==> config.mk <==
export PLATFORM = sky130hd
export DESIGN_NAME = audio_dac_i2s_tx
export DESIGN_NICKNAME = d
export VERILOG_FILES = /design/src/rtl/audio_dac_i2s_tx.sv
export SDC_FILE = /design/constraint.sdc
export NUM_CORES = 1
export LEC_CHECK = 0
export BUFFER_PORTS_ARGS = -buffer_cell sky130_fd_sc_hd__buf_2
export CORE_ASPECT_RATIO = 1.2
export CORE_MARGIN = 5
export CORE_UTILIZATION = 57
export DETAILED_ROUTE_END_ITERATION = 10
export GPL_ROUTABILITY_DRIVEN = 0
export PLACE_DENSITY = 0.83
export SYNTH_ARGS = -nofsm -noshare
export SYNTH_HDL_FRONTEND = slang
export SYNTH_SLANG_ARGS = --single-unit
export TNS_END_PERCENT = 30
==> constraint.sdc <==
create_clock -name clk -period 3.51 [get_ports clk]
set_input_delay 0.5265 -clock clk [delete_from_list [all_inputs] [get_ports clk]]
set_output_delay 0.5265 -clock clk [all_outputs]
set_load 0.005 [all_outputs]
==> src/rtl/audio_dac_i2s_tx.sv <==
// I2S transmitter to the codec DAC: one-pair holding register, BCLK/LRCK generation, MSB-first serializer.
// Define DAC_UNDERRUN_HOLD_EN to repeat the last loaded pair on underrun instead of muting.
module audio_dac_i2s_tx #(
  parameter int unsigned DATA_W    = 16,
  parameter int unsigned SLOT_BITS = 16,
  parameter int unsigned BCLK_HALF = 16
) (
  input  logic              clk,
  input  logic              AUD_DACLRCK,
  input  logic              enable,
  input  logic              sample_valid,
  output logic              sample_ready,
  input  logic [DATA_W-1:0] sample_l,
  input  logic [DATA_W-1:0] sample_r,
  input  logic              clear_underrun,
  output logic              dac_bclk,
  output logic              dac_lrck,
  output logic              dac_dat,
  output logic              frame_start,
  output logic              underrun,
  output logic [15:0]       underrun_cnt
);

  localparam int unsigned FRAME_BITS = 2 * SLOT_BITS;
  localparam int unsigned DIV_W      = (BCLK_HALF > 1) ? $clog2(BCLK_HALF) : 1;
  localparam int unsigned BIT_W      = $clog2(FRAME_BITS);

  typedef enum logic {ST_PRIME, ST_RUN} run_state_t;

  run_state_t              state_q, state_d;
  logic [DIV_W-1:0]        div_cnt;
  logic [BIT_W-1:0]        bit_cnt, bit_nxt;
  logic [FRAME_BITS-1:0]   frame_sr;
  logic                    hold_full;
  logic [DATA_W-1:0]       hold_l, hold_r;
  logic [DATA_W-1:0]       src_l, src_r;
  logic                    div_tc, fall, load, transfer;
`ifdef DAC_UNDERRUN_HOLD_EN
  logic [DATA_W-1:0]       last_l, last_r;
`endif

  // Left-justify a sample in its slot, zero-padding the LSBs.
  function automatic logic [SLOT_BITS-1:0] slot_align(input logic [DATA_W-1:0] s);
    logic [SLOT_BITS+DATA_W-1:0] t;
    t = {s, {SLOT_BITS{1'b0}}};
    return t[SLOT_BITS+DATA_W-1 -: SLOT_BITS];
  endfunction

  assign sample_ready = ~hold_full;
  assign transfer     = sample_valid & ~hold_full;

  // First fall after reset/enable loads a frame with bit_cnt held at 0.
  always_comb begin
    state_d = state_q;
    div_tc  = (div_cnt == DIV_W'(BCLK_HALF - 1));
    fall    = enable & div_tc & dac_bclk;
    bit_nxt = '0;
    load    = 1'b0;
    if (!enable) begin
      state_d = ST_PRIME;
    end else if (fall) begin
      state_d = ST_RUN;
      if (state_q == ST_RUN && bit_cnt != BIT_W'(FRAME_BITS - 1))
        bit_nxt = bit_cnt + BIT_W'(1);
      load = (bit_nxt == '0);
    end
  end

  always_comb begin
    src_l = hold_l;
    src_r = hold_r;
    if (!hold_full) begin
`ifdef DAC_UNDERRUN_HOLD_EN
      src_l = last_l;
      src_r = last_r;
`else
      src_l = '0;
      src_r = '0;
`endif
    end
  end

  always_ff @(posedge clk or posedge AUD_DACLRCK) begin
    if (AUD_DACLRCK) begin
      state_q     <= ST_PRIME;
      div_cnt     <= '0;
      bit_cnt     <= '0;
      dac_bclk    <= 1'b0;
      dac_lrck    <= 1'b0;
      dac_dat     <= 1'b0;
      frame_sr    <= '0;
      frame_start <= 1'b0;
    end else begin
      state_q     <= state_d;
      frame_start <= load;
      if (!enable) begin
        div_cnt  <= '0;
        bit_cnt  <= '0;
        dac_bclk <= 1'b0;
        dac_lrck <= 1'b0;
        dac_dat  <= 1'b0;
        frame_sr <= '0;
      end else begin
        div_cnt <= div_tc ? '0 : div_cnt + DIV_W'(1);
        if (div_tc)
          dac_bclk <= ~dac_bclk;
        if (fall) begin
          bit_cnt  <= bit_nxt;
          dac_lrck <= (bit_nxt >= BIT_W'(SLOT_BITS));
          // At k=0 the old frame's last bit is still at the top of the shifter.
          dac_dat  <= frame_sr[FRAME_BITS-1];
          frame_sr <= load ? {slot_align(src_l), slot_align(src_r)}
                           : {frame_sr[FRAME_BITS-2:0], 1'b0};
        end
      end
    end
  end

  always_ff @(posedge clk or posedge AUD_DACLRCK) begin
    if (AUD_DACLRCK) begin
      hold_full <= 1'b0;
      hold_l    <= '0;
      hold_r    <= '0;
    end else begin
      if (load)
        hold_full <= transfer;
      else if (transfer)
        hold_full <= 1'b1;
      if (transfer) begin
        hold_l <= sample_l;
        hold_r <= sample_r;
      end
    end
  end

`ifdef DAC_UNDERRUN_HOLD_EN
  always_ff @(posedge clk or posedge AUD_DACLRCK) begin
    if (AUD_DACLRCK) begin
      last_l <= '0;
      last_r <= '0;
    end else if (load && hold_full) begin
      last_l <= hold_l;
      last_r <= hold_r;
    end
  end
`endif

  always_ff @(posedge clk or posedge AUD_DACLRCK) begin
    if (AUD_DACLRCK) begin
      underrun     <= 1'b0;
      underrun_cnt <= '0;
    end else if (clear_underrun) begin
      underrun     <= 1'b0;
      underrun_cnt <= '0;
    end else if (load && !hold_full) begin
      underrun <= 1'b1;
      if (underrun_cnt != '1)
        underrun_cnt <= underrun_cnt + 16'd1;
    end
  end

endmodule

==> results.rst <==
.. list-table::
   :header-rows: 1

   * - Metric
     - Value
   * - Outcome
     - finished, final reports clean
   * - Xor and xnor area share after synthesis
     - 0.622%
   * - Period Utilization, post-route
     - 84.9%
   * - Slew margin rel.
     - 20.6%
   * - Post-synthesis async set-or-reset flop share
     - 100%
   * - Portion of the post-synthesis area used by sequential elements
     - 56.3%
   * - Count of hold buffers inserted by post-cts repair
     - 0
   * - Initial detailed-routing violation count
     - 280
   * - Resized cells post-CTS
     - 0
   * - TritonCTS clock tree
     - done
   * - Critical Setup Path Class
     - reg2reg
   * - Worst skew pair latency
     - 0.35 ns
   * - Data required time at the worst endpoint
     - 3.74 ns
   * - Endpoint type of the worst setup path
     - flop
   * - First-pass GRT wire length
     - 13.6 mm
   * - Most used cell, CP
     - sky130_fd_sc_hd__ha_1
   * - Post-detail-place hpwl
     - 5.46 mm
   * - Average wire length per cell after detail routing
     - 16.0 um
   * - Setup violators final
     - 0
   * - Cts bufs inserted
     - 9
   * - Slew of the pin with the lowest slew margin
     - 1.19 ns
   * - Synth unique cells
     - 46
   * - EDFF count, synth
     - 0
   * - Syn Nets
     - 396
   * - Post-route setup slack
     - 0.532 ns
   * - Deepest level of the CTS H-tree
     - 3
   * - Crit path buf inv count
     - 0
   * - Post-detailed-route count of antenna-violating nets
     - 0
   * - Simple logic cell fraction of the synthesized area
     - 10.9%
   * - Floorplan die height
     - 104 um
   * - Final layout net count
     - 447
   * - Die W
     - 88.6 um
   * - Aggregate routed wire length
     - 8.02 mm
   * - Post-synthesis instance total
     - 355
   * - Sinks on the clock net
     - 95
   * - Pre-CTS setup slack
     - 0.539 ns
   * - Fin Clk Skew
     - 0.00994 ns
   * - Vias in the first global route
     - 3,038
   * - Share of cells above drive strength 1
     - 30.2%
   * - Peak VDD IR
     - 339 uV
   * - Mean area per synthesized cell
     - 11.9 um^2
   * - P_leak
     - 2.41 nW
   * - CTS clock-pin slew for the worst setup and hold paths
     - 0.09 ns
   * - Multiplexer share of the synthesized area
     - 9.59%
   * - Final critical path time including I/O delays and setup
     - 2.98 ns
   * - Total power consumption of the routed design
     - 2.28 mW
   * - Count of boundary I/O pins
     - 59
   * - Post-detailed-route via-to-cell ratio
     - 6.04
   * - Number of pins with negative max-slew slack in the final report
     - 0
   * - Main combinational cell family by area after synthesis
     - compound AO/OA/AOI/OAI gates
   * - Sum Neg Setup Slack
     - 0 ns
   * - Starting Density
     - 58.4%
   * - Cell area after synthesis
     - 4230 um^2
   * - Global router's overall resource usage
     - 18.4%
   * - Most instantiated flip-flop cell in the synthesis netlist
     - sky130_fd_sc_hd__dfrtp_1
   * - Core region area
     - 7230 um^2
   * - Peak fanout along the critical path
     - 28
   * - Startpoint type of the worst setup path
     - flop
   * - Critical-path cell with the highest stage delay
     - sky130_fd_sc_hd__o41ai_4
   * - Count of TritonRoute iterations in the first routing pass
     - 8
   * - Via count
     - 3,026
   * - Power per Cell Area
     - 480 nW/um^2
   * - Clk buf depth
     - 2
   * - Final-layout fill cell count
     - 558
   * - Leading cell type in the layout, fill and taps excluded
     - sky130_fd_sc_hd__dfrtp_1
   * - Hold Fails Final Rpt
     - 0
   * - Number of warnings reported in the yosys synthesis log
     - 0
   * - Maxcap violations
     - 0
   * - DRC errors left
     - 0
   * - Grt ovf
     - 0
   * - Family of cells with the greatest summed delay on the critical path
     - simple AND/OR/NAND/NOR gates
   * - Synth Register Bits
     - 95
   * - CP arrival
     - 3.21 ns
   * - Maximum number of pins on one net before global-route repair
     - 61
   * - RSZ-0062 raised after global routing
     - false
   * - # diodes
     - 0
   * - Number of setup buffers added after CTS
     - 0
   * - Kind of path behind the tightest hold check
     - in2async
   * - Count of buffers from port buffering
     - 58
   * - Antenna violations before repair
     - 0
   * - Highest clock rate
     - 336 MHz
   * - Area Overhead vs Synth
     - 12.2%
   * - Cell breakdown of the critical path
     - ha_1 -> and3_1 -> ha_1 -> o41ai_4 -> nand4_4 -> nor4_1 -> mux2_2
   * - Crit-path max cell delay
     - 0.50 ns
   * - Most frequent cells in the layout
     - sky130_fd_sc_hd__dfrtp_1, sky130_fd_sc_hd__buf_2, sky130_fd_sc_hd__inv_1
   * - Post-Synth Adder-Cell Area
     - 1.18%
   * - Die Footprint
     - 9240 um^2
   * - Root buffer selected by CTS
     - sky130_fd_sc_hd__clkbuf_8
   * - Row count
     - 34
   * - Share of the synthesized area in compound gates (AO/OA/AOI/OAI)
     - 14.6%
## Yosys cell counts (2+ instances only)
master	instances	area share [%]
sky130_fd_sc_hd__or4_1	5	0.89
sky130_fd_sc_hd__nor2b_1	2	0.30
sky130_fd_sc_hd__a222oi_1	30	7.1
sky130_fd_sc_hd__and3_1	5	0.74
sky130_fd_sc_hd__o211ai_1	3	0.53
sky130_fd_sc_hd__ha_1	4	1.2
sky130_fd_sc_hd__and2_1	6	0.89
sky130_fd_sc_hd__nor3b_1	2	0.36
sky130_fd_sc_hd__buf_6	7	1.9
sky130_fd_sc_hd__nand3_1	10	1.2
sky130_fd_sc_hd__and4_1	2	0.41
sky130_fd_sc_hd__o31ai_1	5	0.89
sky130_fd_sc_hd__mux2_2	34	9.1
sky130_fd_sc_hd__or3_1	9	1.3
sky130_fd_sc_hd__nand4_1	2	0.30
sky130_fd_sc_hd__dfrtp_1	95	56
sky130_fd_sc_hd__a21oi_1	17	2.0
sky130_fd_sc_hd__nor2_1	7	0.62
sky130_fd_sc_hd__xor2_1	3	0.62
sky130_fd_sc_hd__nand2_1	13	1.2
sky130_fd_sc_hd__inv_1	38	3.4
sky130_fd_sc_hd__o21ai_0	19	2.3
sky130_fd_sc_hd__clkbuf_1	14	1.2
## registers in the layout (all words and copies together), names as in the netlist
| register | flops |
|---|---|
| bit_cnt | 4 |
| frame_sr | 32 |
| div_cnt | 4 |
| underrun_cnt | 16 |
| state_q | 1 |
| dac_dat | 1 |
| dac_bclk | 1 |
| hold_l | 16 |
| frame_start | 1 |
| hold_full | 1 |
| hold_r | 16 |
| dac_lrck | 1 |
| underrun | 1 |
## power by group
group / total (mW) / switching (mW) / internal (mW) / leakage, nW
clock: 0.739 / 0.368 / 0.372 / 0.107
sequential: 1.32 / 0.0837 / 1.24 / 1.25
combinational: 0.213 / 0.0807 / 0.132 / 1.05
## routing by layer
metal | vias to the layer above | GRT usage [%] | wire length (um)
li1 | 1418 | - | -
met1 | 1513 | 23.6 | 3370
met2 | 88 | 30.6 | 4100
met3 | 7 | 3.65 | 444
met4 | 0 | 6.37 | 97
met5 | - | 0 | 0
## path summary, 6_finish.rpt
check / startpoint / endpoint / slack (ns) / cells past startpoint
setup / recovery: bit_cnt[0] / underrun_cnt[9] / 0.53 / 7
setup reg to reg: bit_cnt[0] / underrun_cnt[9] / 0.53 / 7
hold reg to reg: hold_l[15] / frame_sr[31] / 0.47 / 2
hold / removal: AUD_DACLRCK / underrun_cnt[12] / 0.37 / 2
max in group asynchronous: AUD_DACLRCK / frame_sr[5] / 2.31 / 3
min in group clk: sample_l[4] / hold_l[4] / 0.40 / 2
## cell type report
type	instances	area, um^2	area share, %
Sequential cell	95	2380	50.1
Multi-Input combinational cell	198	1570	33.1
Tap cell	90	113	2.38
Timing Repair Buffer	63	328	6.91
Clock inverter	4	52.6	1.11
Inverter	39	148	3.11
Clock buffer	12	155	3.27
## through the flow
stage	area, um^2	std cells	util, %	hold WS, ns
floorplan	4230	355	-	0.434
global placement	4530	485	62.7	0.449
detailed placement	4530	485	62.7	0.457
CTS	4740	501	65.6	0.387
global route	4740	501	65.6	0.382
finish	4740	501	65.6	0.365
## kinds of logic (layout without fill, tap and decap cells)
logic type	Yosys count	in the layout
AOI/OAI and AO/OA	81	81
xor gates and xnor gates	3	3
adders and majority gates	4	4
buffers and inverters	62	118
DFF	95	95
muxes	35	35
and+or+nand+nor	75	75
Power figures use the tool's default switching activity.
